===== src/rtl/cc_maj_filter.sv =====
// Majority filter for the raw comparator input.
//   CLK, RST_N : clock, async active-low reset
//   CC_IN      : raw comparator bit
//   cc_f       : registered majority of the last FILT_LEN samples
module cc_maj_filter #(
  parameter int unsigned FILT_LEN = 7
) (
  input  logic CLK,
  input  logic RST_N,
  input  logic CC_IN,
  output logic cc_f
);

  localparam int unsigned CW = $clog2(FILT_LEN + 1);

  logic [FILT_LEN-1:0] r_sh;
  logic                r_cc_f;
  logic [CW-1:0]       w_pop;

  // Popcount of the current window.
  always_comb begin
    w_pop = '0;
    for (int i = 0; i < int'(FILT_LEN); i++) begin
      w_pop = w_pop + CW'(r_sh[i]);
    end
  end

  // Shift in the newest sample; decision lags the shift by one cycle.
  always_ff @(posedge CLK or negedge RST_N) begin
    if (!RST_N) begin
      r_sh   <= '0;
      r_cc_f <= 1'b0;
    end else begin
      r_sh   <= {r_sh[FILT_LEN-2:0], CC_IN};
      r_cc_f <= (w_pop > CW'(FILT_LEN / 2));
    end
  end

  assign cc_f = r_cc_f;

endmodule


===== config.mk =====
export PLATFORM = sky130hd
export DESIGN_NAME = cc_maj_filter
export DESIGN_NICKNAME = d
export VERILOG_FILES = /design/src/rtl/cc_maj_filter.sv
export SDC_FILE = /design/constraint.sdc
export NUM_CORES = 1
export LEC_CHECK = 0
export CORE_AREA = 2 2 39 41
export DETAILED_ROUTE_END_ITERATION = 8
export DIE_AREA = 0 0 41 43
export SYNTH_ARGS = -nofsm -noshare
export SYNTH_HDL_FRONTEND = slang
export SYNTH_SLANG_ARGS = --single-unit

===== constraint.sdc =====
create_clock -name CLK -period 2.3 [get_ports CLK]
set_input_delay 0.46 -clock CLK [delete_from_list [all_inputs] [get_ports CLK]]
set_output_delay 0.46 -clock CLK [all_outputs]
set_load 0.01 [all_outputs]

==> impl_results.md <==
- NetSw: 70.2 µW
- CP Data Arrival Time: 2.14 ns
- Die Area: approximately 0.0018 mm²
- Beginning of the worst hold path: r_sh[4]
- M2 GR Usage: 8.44%
- Max H-tree Level: 1
- Grt met1 use: under 10%
- Gr busiest metal: met2
- Max-cap viol count: 0
- Status: finished clean
- Clk pwr share: between 30% and 40%
- FP Rows: 14
- Most frequent cells in the layout: dfrtp_1 (8), inv_1 (5), clkbuf_4 (3), clkdlybuf4s50_1 (3)
- Worst-margin pin slew: around 0.34 ns
- Port Buffers: 3
- Cells after Synth: 20
- Reg2reg path depth: 7
- Clock tree root driver cell: clkbuf_4
- Maximum vdd drop: a little over 300 µV
- Total grt overflow: 0
- Pins over their slew limit: 0
- Chip Width: 41 µm
- Crit Path Class: reg -> reg
- Reg-to-Reg Start: r_sh[0]
- XOR/XNOR share of the synthesized area: 0%
- Compound-Gate Fraction of Synth Area: under 10%
- Cell internal pwr: 234 µW
- Mux contribution to synthesized area: 0%
- First-pass GRT wire length: roughly 700 µm
- Final Critical Period: approximately 2.0 ns
- TritonCTS clock tree: done
- CTS buffer count: 3
- Vias in the first global route: 175
- Slack of the worst reg-to-reg path: 0.30 ns
- Commonest non-fill, non-tap cell in the layout: dfrtp_1
- YS warnings: 0
- Cell Area, Synth: 298 µm²
- Gpl congestion: just under 0.7
- Ratio of final minimum period to clock period: 87.2%
- Worst hold endpoint: r_sh[5]
- Slew headroom: between 70% and 80%
- Leakage: about 0.18 nW
- Share of cells above drive strength 1: between 10% and 20%
- Via density: 3.69
- Die Ht: 43 µm
- Worst Path Max Fanout: 2
- Layout net count: 35
- Required @ worst endpoint: 2.44 ns
- Routed WL: just over 400 µm
- Synth Area per Inst: 14.9 µm²
- Largest net degree at the start of global routing: 9
- Top cell type by total area after synthesis: dfrtp_1
- Post-synth cell types: 7
- Reg2reg end: cc_f
- Hold_buf cts: 0
- Starting Density: 21.5%
- PD cells: approximately 820 mW/mm²
- Final Hold Viols: 0
- Setup Viol. Count Final: 0
- Layout area overhead: 24.4%
- Post-Synth Adder-Cell Area: 21.8%
- TNS Setup: 0 ns
- Final cell utilization of the core: a little over a quarter
- Clock Path Buffers: 2
- Placed cells: 39
- # Post-CTS Setup Buffers: 0
- Total GRT Usage: 6.83%
- Initial antenna violation count: 0
- Simple-gate area share of the yosys netlist: 2.94%
- Via count: between 150 and 200
- Crit. End Element: register
- Resized Gates After CTS: 0
- Power share of the combinational group: 14.4%
- Share of the synthesized area in the top cell type: 67.2%
- Initial DRC Count: 1
- Largest family of logic cells by synthesized area: adder cells
- Finished Layout Cells: between 40 and 50
- Synth Register Bits: 8
- Clock Sink Count: 8
- Post-synthesis sequential area ratio: 67.2%
- Fill cells: 149
- First drt pass iteration count: 2
- Flop pwr share: roughly half
- Detail Route Antenna Nets: 0
- Met3 Usage GRT: 6.28%
- Worst-Skew Late Latency: 0.25 ns
- Hold Path Cell Cnt: 0
- I/O Pins: 4
- Number of remaining DRC errors: 0
- Fmax: 499 MHz
- Clock Skew: 0.00625 ns
- Ant diodes: 0
- Routed WL per cell: 9.76 µm
- Worst-path clk slew: 0.05 ns
- Synth area leaders: dfrtp_1 (67%), fa_1 (13%), ha_1 (8.4%)
- Net Count, Synth: 27
- Post-DP HPWL: approximately 330 µm
- Switching share of total power: a little under a quarter
- Critical Path Source Type: register
- Core area: 0.00138 mm²
- Hold Crit Class: reg -> reg
- Unrepaired setup endpoints after global routing: no
## worst max path at each step
stage,startpoint,end,slack [ns],cells after the start
5_1_grt,r_sh[0],cc_f,0.19,7
4_1_cts,r_sh[0],cc_f,0.29,7
3_3_place_gp,r_sh[0],cc_f,0.34,7
6_report,r_sh[0],cc_f,0.30,7
2_1_floorplan,r_sh[0],cc_f,0.38,7
3_5_place_dp,r_sh[0],cc_f,0.28,7
## power by group through the flow
stage / Clock, mW / Sequential, mW / Combinational, mW
floorplan: 0 / 0.161 / 0.0206
global placement: 0 / 0.158 / 0.0414
detailed placement: 0 / 0.159 / 0.0448
CTS: 0.110 / 0.157 / 0.0447
global route: 0.118 / 0.157 / 0.0517
finish: 0.104 / 0.157 / 0.0437
## metal layers
layer / vias to the layer above / share of wire [%]
met1: 75 / 40
met2: 7 / 48
li1: 73 / -
met5: - / 0
met4: 0 / 0
met3: 0 / 12
## layout make-up
type                    instances  area (µm²)  area share (%)
clock buffers                   3        22.5            6.08
inverters                       5        18.8            5.07
repair buffers                  3        30.0            8.11
multi-input cells               7        78.8            21.3
flip-flops and latches          8         200            54.1
well taps                      16        20.0            5.41
## cells in the mapped netlist
master,instances
inv_1,5
nand3_1,1
dfrtp_1,8
fa_1,2
nand2_1,1
ha_1,2
a21oi_1,1
## kinds of logic (layout without fill, tap and decap cells)
| logic type | Yosys count | count (layout) |
|---|---|---|
| simple gates | 2 | 2 |
| flops | 8 | 8 |
| fa+ha+maj | 4 | 4 |
| compound gates | 1 | 1 |
| buf+inv | 5 | 11 |
## sequential cells by signal, summed over array words and instances (netlist names)
| register | cells |
|---|---|
| cc_f | 1 |
| r_sh | 7 |
## metrics by stage
stage               instance area, µm²  power, mW  setup slack (ns)  hold WS (ns)
floorplan                          298      0.181             0.380         0.164
global placement                   348      0.200             0.337         0.361
detailed placement                 348      0.204             0.280         0.366
CTS                                370      0.312             0.289         0.376
global route                       370      0.327             0.192         0.390
finish                             370      0.304             0.295         0.377
## worst max-delay path: stages (launching register included)
cell and delay (ns):
dfrtp_1 0.40, fa_1 0.56, inv_1 0.05, fa_1 0.48, inv_1 0.04, ha_1 0.26
nand3_1 0.06, nand2_1 0.05
Note: power is estimated with default switching activity, not from simulation.
